$ cat config.mk
export PLATFORM = sky130hd
export DESIGN_NAME = bit_serial_alu_ctrl
export DESIGN_NICKNAME = d
export VERILOG_FILES = /design/src/rtl/bit_serial_alu_ctrl.sv
export SDC_FILE = /design/constraint.sdc
export NUM_CORES = 1
export LEC_CHECK = 0
export ABC_AREA = 1
export CORE_MARGIN = 2
export CORE_UTILIZATION = 25
export DETAILED_ROUTE_END_ITERATION = 12
export HOLD_SLACK_MARGIN = 0.15
export PLACE_DENSITY = 0.44
export SLEW_MARGIN = 20
export SYNTH_ARGS = -nofsm -noshare
export SYNTH_HDL_FRONTEND = slang
export SYNTH_SLANG_ARGS = --single-unit
$ cat constraint.sdc
create_clock -name clk -period 3.04 [get_ports clk]
set_input_delay 0.608 -clock clk [delete_from_list [all_inputs] [get_ports clk]]
set_output_delay 0.608 -clock clk [all_outputs]
set_load 0.01 [all_outputs]
$ cat src/rtl/bit_serial_alu_ctrl.sv
// bit_serial_alu_ctrl
//   Sequences one external 1-bit ALU slice over WIDTH cycles, LSB first, to
//   perform an N-bit AND/OR/ADD/SUB/NOR. The operands are latched on an
//   accepted start. The carry ripples through a register. The result and
//   flags are assembled here, and done pulses for one cycle at the end.
// Ports
//   clk, rst            : clock, synchronous active-high reset
//   start, alu_op, a, b : request; sampled only while ready
//   ready/busy/done     : IDLE / RUN / DONE state decode
//   err                 : last accepted start carried an invalid alu_op
//   result, carry_out, overflow, zero : held until the next accepted start
//   slice_*             : drive to / return from the shared 1-bit slice
module bit_serial_alu_ctrl #(
  parameter int WIDTH = 8,
  parameter int IDX_W = 3
) (
  input  logic             clk,
  input  logic             rst,
  input  logic             start,
  input  logic [2:0]       alu_op,
  input  logic [WIDTH-1:0] a,
  input  logic [WIDTH-1:0] b,
  output logic             ready,
  output logic             busy,
  output logic             done,
  output logic             err,
  output logic [WIDTH-1:0] result,
  output logic             carry_out,
  output logic             overflow,
  output logic             zero,
  output logic             slice_in1,
  output logic             slice_in2,
  output logic             slice_cin,
  output logic             slice_ainv,
  output logic             slice_binv,
  output logic [1:0]       slice_op,
  input  logic             slice_result,
  input  logic             slice_cout
);
  localparam logic [2:0] OP_AND = 3'b000;
  localparam logic [2:0] OP_OR  = 3'b001;
  localparam logic [2:0] OP_ADD = 3'b010;
  localparam logic [2:0] OP_SUB = 3'b011;
  localparam logic [2:0] OP_NOR = 3'b100;
  localparam logic [IDX_W-1:0] LAST = IDX_W'(WIDTH - 1);

  typedef enum logic [1:0] {IDLE, RUN, DONE} state_t;

  state_t           state_q;
  logic [IDX_W-1:0] idx_q;
  logic [WIDTH-1:0] a_q, b_q, result_q, result_d;
  logic [2:0]       op_q;
  logic             carry_q, cout_q, ovf_q, zero_q, err_q;
  logic             run, arith;

  assign run   = (state_q == RUN);
  assign arith = (op_q == OP_ADD) || (op_q == OP_SUB);

  // The result with the current slice bit merged in. The zero flag is taken
  // from this value so the final bit is included.
  always_comb begin
    result_d        = result_q;
    result_d[idx_q] = slice_result;
  end

  always_ff @(posedge clk) begin
    if (rst) begin
      state_q  <= IDLE;
      idx_q    <= '0;
      a_q      <= '0;
      b_q      <= '0;
      op_q     <= '0;
      carry_q  <= 1'b0;
      result_q <= '0;
      cout_q   <= 1'b0;
      ovf_q    <= 1'b0;
      zero_q   <= 1'b0;
      err_q    <= 1'b0;
    end else begin
      case (state_q)
        IDLE: if (start) begin
          result_q <= '0;
          cout_q   <= 1'b0;
          ovf_q    <= 1'b0;
          zero_q   <= 1'b0;
          if (alu_op <= OP_NOR) begin
            a_q     <= a;
            b_q     <= b;
            op_q    <= alu_op;
            idx_q   <= '0;
            // SUB is a + ~b + 1: the +1 enters as the initial carry.
            carry_q <= (alu_op == OP_SUB);
            err_q   <= 1'b0;
            state_q <= RUN;
          end else begin
            err_q   <= 1'b1;
            state_q <= DONE;
          end
        end
        RUN: begin
          result_q <= result_d;
          carry_q  <= slice_cout;
          if (idx_q == LAST) begin
            cout_q  <= arith & slice_cout;
            // carry_q holds the carry into the MSB at this point.
            ovf_q   <= arith & (carry_q ^ slice_cout);
            zero_q  <= (result_d == '0);
            state_q <= DONE;
          end else begin
            idx_q <= idx_q + IDX_W'(1);
          end
        end
        DONE:    state_q <= IDLE;
        default: state_q <= IDLE;
      endcase
    end
  end

  assign ready     = (state_q == IDLE);
  assign busy      = run;
  assign done      = (state_q == DONE);
  assign err       = err_q;
  assign result    = result_q;
  assign carry_out = cout_q;
  assign overflow  = ovf_q;
  assign zero      = zero_q;

  // The slice controls are forced low outside RUN.
  assign slice_in1  = run & a_q[idx_q];
  assign slice_in2  = run & b_q[idx_q];
  assign slice_cin  = run & carry_q;
  assign slice_ainv = run & (op_q == OP_NOR);
  assign slice_binv = run & ((op_q == OP_SUB) || (op_q == OP_NOR));
  assign slice_op   = !run                         ? 2'b00 :
                      (op_q == OP_OR)              ? 2'b01 :
                      arith                        ? 2'b10 : 2'b00;
endmodule

==> impl_results.md, run 1 <==
* Outcome: finished clean
* RSZ-0062 raised after global routing: no
* N_diodes at 0
* Post-synth net total at 287
* Slowest stage delay, CP at 0.62 ns
* Routed len/inst at 11.95 um
* Worst Path Required at 2.43 ns
* Placer Congestion at 0.7735
* Critical Path AT at 2.19 ns
* Worst slew pin tran at 0.5527 ns
* H-tree Lvls at 2
* Hold Vio Cnt, Final at 0
* DRC at 0
* Avg Cell Area, Syn at 7.220 um^2
* Setup Skew at 0.007020 ns
* Power Total at 1.195 mW
* Layout net count at 328
* Clock latency on the worst-skew pair at 0.30 ns
* Place WS at 0.5487 ns
* # port buffers at 45
* Critical Path Fanout Max at 11
* FF+latch count, synth at 37
* Max Buffers Root-to-Sink at 2
* Headroom to the max-slew limit at 63.11%
* Area Growth Syn to Fin at 32.60%
* First-pass GRT wire length at 8362 um
* Worst vdd ir at 167.1 uV
* Crit path launch: idx_q[1]
* WHS at 0.4711 ns
* Crit start category: flip-flop
* Non-Filler Instances at 402
* TritonCTS clock tree: done
* HPWL after DPL at 3593 um
* Global Route Usage Sum at 12.43%
* Reg2reg start: idx_q[0]
* Top cells by count, synth: nand2_1 (43), nor2_1 (38), dfxtp_1 (37)
* Register area share after synthesis at 39.31%
* Post-route cell area at 2499 um^2
* Reg clk slew, reported paths at 0.07 ns
* Critical Path Stages at 5
* Synth top area cells: dfxtp_1 (39%), nand2_1 (8.6%), nor2_1 (7.6%)
* Root Buffer: clkbuf_8
* Setup WS post-layout at 0.2419 ns
* Crit path capture: slice_in2
* CP Cell Sequence: inv_1 -> a21oi_1 -> o21ai_0 -> a31oi_1 -> clkdlybuf4s50_1
* Max-cap viol count at 0
* Global route total overflow at 0
* First DRT Iteration DRCs at 116
* Setup CP Type: reg2out
* Leak at 0.9633 nW
* Via Count at 1776
* CP endpoint kind: output port
* Post-route ant nets at 0
* Placed instance count at 394
* Initial antenna violation count at 0
* Fraction of registers with async set/reset at 0%
* Setup TNS at 0 ns
* Min Tclk post-route at 2.798 ns
* Most common cell in the netlist: nand2_1
* R2R Setup Slk at 1.38 ns
* Post-synth EDFFs at 0
* Vias in the first global route at 1761
* Routed vias/inst at 4.418
* Worst Hold Class: reg2reg
* Die Height at 90.82 um
* DP Area at 2379 um^2
* Cell Area, Synth at 1884 um^2
* R2R cell count at 8
* Worst Path Buf+Inv at 2
* Cell Pwr Density at 478.3 nW/um^2
* Yosys warns at 0
* Die area at 8247 um^2
* Fin. max-slew vios at 0
* Total CTS buffers at 5
* Main synth FF type: dfxtp_1
* Cts hold-fix bufs at 0
* Die Wd at 90.82 um
* Num rows at 31
* CP max-delay cell: dfxtp_1
* Clock sinks at 37
* Synth unique cells at 33
* Core Util, Final at 34.27%
* Post-synthesis cell count at 261
* Starting Density at 25.84%
* Period utilization at 92.04%
* Post-Route WL at 4805 um
* Worst reg2reg endpoint: overflow
* # Post-CTS Setup Buffers at 0
* Synth area leader: dfxtp_1
* Largest net degree at the start of global routing at 24
* Layout cells sized above 1 at 9.241%
* Post-cts sizing count at 0
* Post-synth top area share at 39.31%
* Final setup violation count at 0
* Top Family by Delay on Critical Path: buffers and inverters
* # IOs at 46
* Pre-antenna DRT Iters at 4
* Core ar. at 7292 um^2
* F_max at 357.4 MHz
## per-layer routing
metal  GRT usage, %  vias to the layer above  share of wire [%]
met2          18.84                       32                 42
met4          4.167                        0                1.6
met5              0                        -                  0
met1          17.20                      792                 53
li1               -                      945                  -
met3          3.088                        7                3.4
## final cells by class
cell class | instances | area, um^2
sequential | 37 | 740.7
multi-input combinational | 180 | 933.4
tap | 99 | 123.9
clock inverter | 2 | 37.54
inverter | 32 | 122.6
fill | 832 | 4793
clock buffer | 6 | 82.58
timing repair buffer | 46 | 457.9
## flip-flops by register name, summed over array words and instances, names as in the netlist
register	flops
idx_q	3
result	8
carry_out	1
a_q	8
state_q	2
carry_q	1
b_q	8
overflow	1
op_q	3
err	1
zero	1
## how the worst min path moves through the flow
stage          startpoint       to  slack [ns]  cells past startpoint
4_1_cts           op_q[0]  op_q[0]        0.47                      2
2_1_floorplan      b_q[1]   b_q[1]        0.43                      2
3_5_place_dp      op_q[0]  op_q[0]        0.46                      2
5_1_grt            a_q[6]   a_q[6]        0.48                      2
3_3_place_gp      op_q[0]  op_q[0]        0.45                      2
6_report          op_q[0]  op_q[0]        0.47                      2
## report_power, final
part,switching [mW],internal [mW]
registers,0.0243,0.516
logic,0.117,0.0854
clock network,0.186,0.267
## worst reg2reg max path: stages (launching register included)
cell and delay, ns:
dfxtp_1 0.46, ha_1 0.28, ha_1 0.17, inv_1 0.09, nor2_1 0.07, nor2_1 0.26, inv_1 0.09, nand3_1 0.09
a21oi_1 0.06
## cell families (layout without fill, tap and decap cells)
group,Yosys count,after routing,share of synthesized area [%]
buffers and inverters,44,86,11.15
and+or+nand+nor,121,121,30.81
adders and majority gates,2,2,1.328
xor gates and xnor gates,1,1,0.4649
DFF,37,37,39.31
AOI/OAI and AO/OA,56,56,16.93
## layout by cell type, fill, tap and decap left out, drive strengths merged, types with 6 or more instances in the layout
cell	netlist	layout
a21oi	22	22
clkdlybuf4s50	0	45
nand3	24	24
inv	32	32
o21ai	25	25
nand2	46	46
dfxtp	37	37
nor2	43	43
clkbuf	4	6
nand4	6	6
Power figures use the tool's default switching activity.
==> inputs of run 2 (changes only) <==
--- a/config.mk
+++ b/config.mk
@@ -11,6 +11,7 @@
 export DETAILED_ROUTE_END_ITERATION = 12
 export HOLD_SLACK_MARGIN = 0.15
 export PLACE_DENSITY = 0.44
+export SETUP_SLACK_MARGIN = 0.15
 export SLEW_MARGIN = 20
 export SYNTH_ARGS = -nofsm -noshare
 export SYNTH_HDL_FRONTEND = slang
==> run 2 against run 1 <==
Net effect: clock-buffer cell count is the same; global-route usage unchanged; sequential cell count stayed put; critical path type unchanged; critical endpoint unchanged; largest power group unchanged; highest routed layer unchanged.
==> impl_results.md, run 2 (same netlist as run 1, synthesis figures left out) <==
* H-tree Lvls at 2 (unchanged)
* Num rows at 31 (unchanged)
* Outcome: finished clean
* Power Total at 1.196 mW (about the same)
* Initial antenna violation count at 0 (unchanged)
* Fin. max-slew vios at 0 (unchanged)
* Via Count at 1776 (unchanged)
* Layout cells sized above 1 at 10.23% (+0.99 points)
* Worst Hold Class: reg2reg
* WHS at 0.4711 ns (unchanged)
* Routed vias/inst at 4.418 (unchanged)
* Pre-antenna DRT Iters at 4 (unchanged)
* Post-route ant nets at 0 (unchanged)
* DR WL met2 at 2014 um (unchanged)
* First DRT Iteration DRCs at 116 (unchanged)
* Setup Skew at 0.007020 ns (unchanged)
* DR top layer: met4
* Core ar. at 7292 um^2 (unchanged)
* Leak at 0.9646 nW (+0.14%)
* Min Tclk post-route at 2.629 ns (-0.1690 ns)
* Setup CP Type: reg2out
* Reg2reg start: idx_q[0]
* Vias in the first global route at 1761 (unchanged)
* Most frequent cells in the layout: clkdlybuf4s50_1 (45), nand2_1 (43), nor2_1 (38)
* Worst vdd ir at 167.1 uV (about the same)
* Clock sinks at 37 (unchanged)
* Min-Delay Endpoint: op_q[0]
* Reg clk slew, reported paths at 0.08 ns (about the same)
* Global Route Usage Sum at 12.43% (unchanged)
* Worst reg2reg endpoint: overflow
* Post-Route WL at 4805 um (unchanged)
* R2R Setup Slk at 1.48 ns (+0.10 ns)
* F_max at 380.4 MHz (+6.4%)
* Critical Path Fanout Max at 13 (+2)
* Largest net degree at the start of global routing at 24 (unchanged)
* Starting Density at 25.84% (unchanged)
* Area Growth Syn to Fin at 32.80%
* Placer Congestion at 0.7735 (unchanged)
* Layout fillers at 832 (unchanged)
* Hold Vio Cnt, Final at 0 (unchanged)
* Setup TNS at 0 ns (unchanged)
* Max Buffers Root-to-Sink at 2 (unchanged)
* N_diodes at 0 (unchanged)
* DRT met1 WL at 2549 um (unchanged)
* CP endpoint kind: output port
* Routed len/inst at 11.95 um (unchanged)
* Commonest non-fill, non-tap cell in the layout: clkdlybuf4s50_1
* Final setup violation count at 0 (unchanged)
* First-pass GRT wire length at 8362 um (unchanged)
* Max-cap viol count at 0 (unchanged)
* Crit start category: flip-flop
* Global route total overflow at 0 (unchanged)
* Root Buffer: clkbuf_8
* DRC at 0 (unchanged)
* Total CTS buffers at 5 (unchanged)
* Worst Path Required at 2.43 ns (about the same)
* Cts hold-fix bufs at 0 (unchanged)
* Hold Crit Depth at 2 (unchanged)
* # port buffers at 45 (unchanged)
* TritonCTS clock tree: done
* Layout net count at 328 (unchanged)
* RSZ-0062 raised after global routing: no
* Worst slew pin tran at 0.5527 ns (unchanged)
* Worst hold start: op_q[0]
* # IOs at 46 (unchanged)
* Metal3 WL at 163 um (unchanged)
* Clock latency on the worst-skew pair at 0.30 ns (about the same)
* Critical Path AT at 2.02 ns (-0.17 ns)
* Die Height at 90.82 um (unchanged)
* Die Wd at 90.82 um (unchanged)
* R2R cell count at 8 (unchanged)
* Headroom to the max-slew limit at 63.11% (unchanged)
* Die area at 8247 um^2 (unchanged)
* Cell Pwr Density at 477.8 nW/um^2 (-0.11%)
* HPWL after DPL at 3593 um (unchanged)
* Period utilization at 86.48% (-5.6 points)
run 2: cell count changes in the layout (fill, tap and decap cells not counted):
cell	previous run	this run
dfxtp_1	37	34
dfxtp_2	0	3
run 2: worst max path at each step:
stage,slack (ns),start,end
after floorplan,1.33,idx_q[0],slice_in2
after global placement,0.53,idx_q[1],slice_in2
after detailed placement,0.55,idx_q[0],slice_in1
after CTS,0.21,idx_q[1],slice_in2
after global routing,0.22,idx_q[2],slice_in2
final,0.41,idx_q[2],slice_in2
run 2: power by group:
part | switching (mW) | internal (mW)
clock network | 0.186 | 0.267
logic | 0.117 | 0.0854
registers | 0.0243 | 0.516
run 2: area by class of cell:
| type | instances | area, um^2 | area share, % |
|---|---|---|---|
| timing repair buffer | 46 | 457.9 | 18.30 |
| multi-input combinational | 180 | 933.4 | 37.30 |
| clock buffer | 6 | 82.58 | 3.300 |
| clock inverter | 2 | 37.54 | 1.500 |
| sequential | 37 | 744.5 | 29.75 |
| tap | 99 | 123.9 | 4.950 |
| inverter | 32 | 122.6 | 4.900 |
run 2: worst max-delay path: stages, from the launching register on:
cell,delay (ns)
dfxtp_2,0.42
nor2_4,0.19
nand2_1,0.10
o22ai_1,0.18
inv_1,0.07
a31oi_1,0.20
clkdlybuf4s50_1,0.57
run 2: timing repair:
item                                    CTS  global route
gates resized for setup                   0             3
endpoints found under the setup margin    0             2
setup buffers                             0             0
run 2: through the flow:
| step | instance area, um^2 | setup WS, ns | utilization [%] | instances |
|---|---|---|---|---|
| 3_5_place_dp | 2379 | 0.5487 | 32.62 | 394 |
| 3_3_place_gp | 2379 | 0.5319 | 32.62 | 394 |
| 4_1_cts | 2499 | 0.2098 | 34.27 | 402 |
| 5_1_grt | 2502 | 0.2160 | 34.32 | 402 |
| 2_1_floorplan | 1884 | 1.334 | - | 261 |
| 6_report | 2502 | 0.4109 | 34.32 | 402 |
run 2: routing by layer:
| metal | vias to the layer above | global-route usage [%] |
|---|---|---|
| met5 | - | 0 |
| met2 | 32 | 18.84 |
| met1 | 792 | 17.20 |
| met3 | 7 | 3.088 |
| met4 | 0 | 4.167 |
| li1 | 945 | - |
==> patch (settings of run 2) <==
Encoding of `state_t`: now one-hot (3 bits for 3 states).
--- a/src/rtl/bit_serial_alu_ctrl.sv
+++ b/src/rtl/bit_serial_alu_ctrl.sv
@@ -44,7 +44,7 @@
   localparam logic [2:0] OP_NOR = 3'b100;
   localparam logic [IDX_W-1:0] LAST = IDX_W'(WIDTH - 1);
 
-  typedef enum logic [1:0] {IDLE, RUN, DONE} state_t;
+  typedef enum logic [2:0] {IDLE = 3'b001, RUN = 3'b010, DONE = 3'b100} state_t;
 
   state_t           state_q;
   logic [IDX_W-1:0] idx_q;
Behaviour: no difference found for any inputs over 10 cycles, from zero or initial values and one cycle with rst high; not proved beyond that.
==> patch against run 2 <==
Design area is essentially flat. Area after synthesis is 0.60% higher. Sequential share of layout area up 0.72 points. Total power is 4.4% lower. Combinational power shrank 19%. Worst setup slack worse by 0.060 ns. Sequential power up 0.9%. Sequential cell count rose by 1. Core utilization hardly changed. Wire length rose by 1.1%. Critical path type unchanged. Critical endpoint unchanged.
==> patch: results (changes against run 2) <==
cell types occupying the most area after synthesis=sky130_fd_sc_hd__dfxtp_1, sky130_fd_sc_hd__nand2_1, sky130_fd_sc_hd__nor2_1; GR Util All Layers=12.4% (+0.013 points); share of final-layout standard cells stronger than drive strength 1=9.65% (-0.58 points); vias per std cell=4.26 (-3.6%); Via Count=1747 (-1.6%); met3 capacity usage during global routing=3.07% (-0.018 points); status=complete, no violations; routability cong.=0.827 (+6.9%); Relative slew margins=59.1% (-4.0 points); highest cell delay on the worst timing path=0.57 ns (about the same); largest clock skew in the final design=0.00424 ns (-0.00278 ns); number of cells produced by synthesis=269 (+3.1%); wire length of the first global-routing pass=8220 µm (-1.7%); number of diodes=0 (unchanged); worst IR drop on VDD=146 µV (-12%); sequential-to-total area share from yosys stat=40.1% (+0.82 points); grt met2 use=17.7% (-1.1 points); pin count of the biggest net entering global routing=26 (+8.3%); count of routing violations after the opening detailed-route iteration=78 (-33%); vias in the first global route=1647 (-6.5%); hpwl dp=3670 µm (+2.2%); maximum buffer depth of the clock tree=2 (unchanged); GR Layer Usage met1=18.3% (+1.1 points); average wire length per cell after detail routing=11.8 µm (-0.91%); nets@finish=336 (+2.4%); flip-flop cell with the highest count after synthesis=sky130_fd_sc_hd__dfxtp_1; maximum net fanout on the critical path=12 (-1); number of cells after detailed placement=402 (+2.0%); synthesized net count=295 (+2.8%); standby leakage power=0.949 nW (-1.7%); top cells by count, synth=sky130_fd_sc_hd__nand2_1, sky130_fd_sc_hd__nor2_1, sky130_fd_sc_hd__dfxtp_1; Data arrival, critical path=2.08 ns (+0.06 ns)
==> patch: cell types whose count changed after synthesis, moves of 2 or more <==
cell,change
sky130_fd_sc_hd__inv_2,+2
sky130_fd_sc_hd__nand2_1,+2
sky130_fd_sc_hd__nand3_1,-3
sky130_fd_sc_hd__nand3_2,+2
sky130_fd_sc_hd__nor2_1,+3
sky130_fd_sc_hd__nor2_2,+4
sky130_fd_sc_hd__nor2_4,-3
sky130_fd_sc_hd__o21ai_0,-10
sky130_fd_sc_hd__o21ai_1,+14
==> patch: per-layer routing <==
metal	up-vias	part of all wire (%)
met5	-	0
met4	0	0.86
met3	2	4.9
met2	44	41
met1	742	53
li1	959	-
==> patch: cell families after synthesis <==
family                   count (synthesis)  share of synthesized area (%)
AO/OA/AOI/OAI                           59                           16.8
adder cells (fa/ha/maj)                  2                           1.32
buffers and inverters                   47                           12.2
flip-flops                              38                           40.1
AND/OR/NAND/NOR                        123                           29.5
==> patch: what timing repair did <==
action	in CTS	in global routing
gates resized for setup	0	2
endpoints found under the setup margin	0	2
hold buffers	0	0
==> patch: path summary, 6_finish.rpt <==
| check | start | to | slack [ns] | depth (start not counted) |
|---|---|---|---|---|
| worst max-delay path | idx_q[2] | slice_in2 | 0.35 | 6 |
| worst min-delay path | carry_out | carry_out | 0.47 | 2 |
| worst max register to register | idx_q[1] | zero | 1.42 | 7 |
| worst min register to register | carry_out | carry_out | 0.47 | 2 |
==> patch: area by class of cell <==
| type | count | area (µm²) | area share [%] |
|---|---|---|---|
| multi-input cells | 184 | 908 | 36.3 |
| flip-flops and latches | 38 | 762 | 30.5 |
| repair buffers | 47 | 465 | 18.6 |
| inverters | 34 | 133 | 5.30 |
| well taps | 99 | 124 | 4.95 |
| clock buffers | 5 | 68.8 | 2.75 |
| clock inverters | 3 | 40.0 | 1.60 |
==> patch: worst min-delay path: cells and delay by family (launching register included) <==
kind	cells	cell delay (ns)
AND/OR/NAND/NOR	1	0.06
AO/OA/AOI/OAI	1	0.05
flip-flops	1	0.31
==> patch: report_power, final <==
part / internal, mW / leakage, nW / total (mW) / switching, mW
clock network: 0.242 / 0.0579 / 0.432 / 0.190
logic: 0.0724 / 0.580 / 0.164 / 0.0918
registers: 0.528 / 0.311 / 0.546 / 0.0187
==> patch: stage by stage <==
step / util [%] / instance area (µm²) / setup slack (ns)
finish: 34.3 / 2500 / 0.351
global route: 34.3 / 2500 / 0.173
CTS: 34.2 / 2490 / 0.243
detailed placement: 32.7 / 2390 / 0.572
global placement: 32.7 / 2390 / 0.636
floorplan: - / 1900 / 1.34
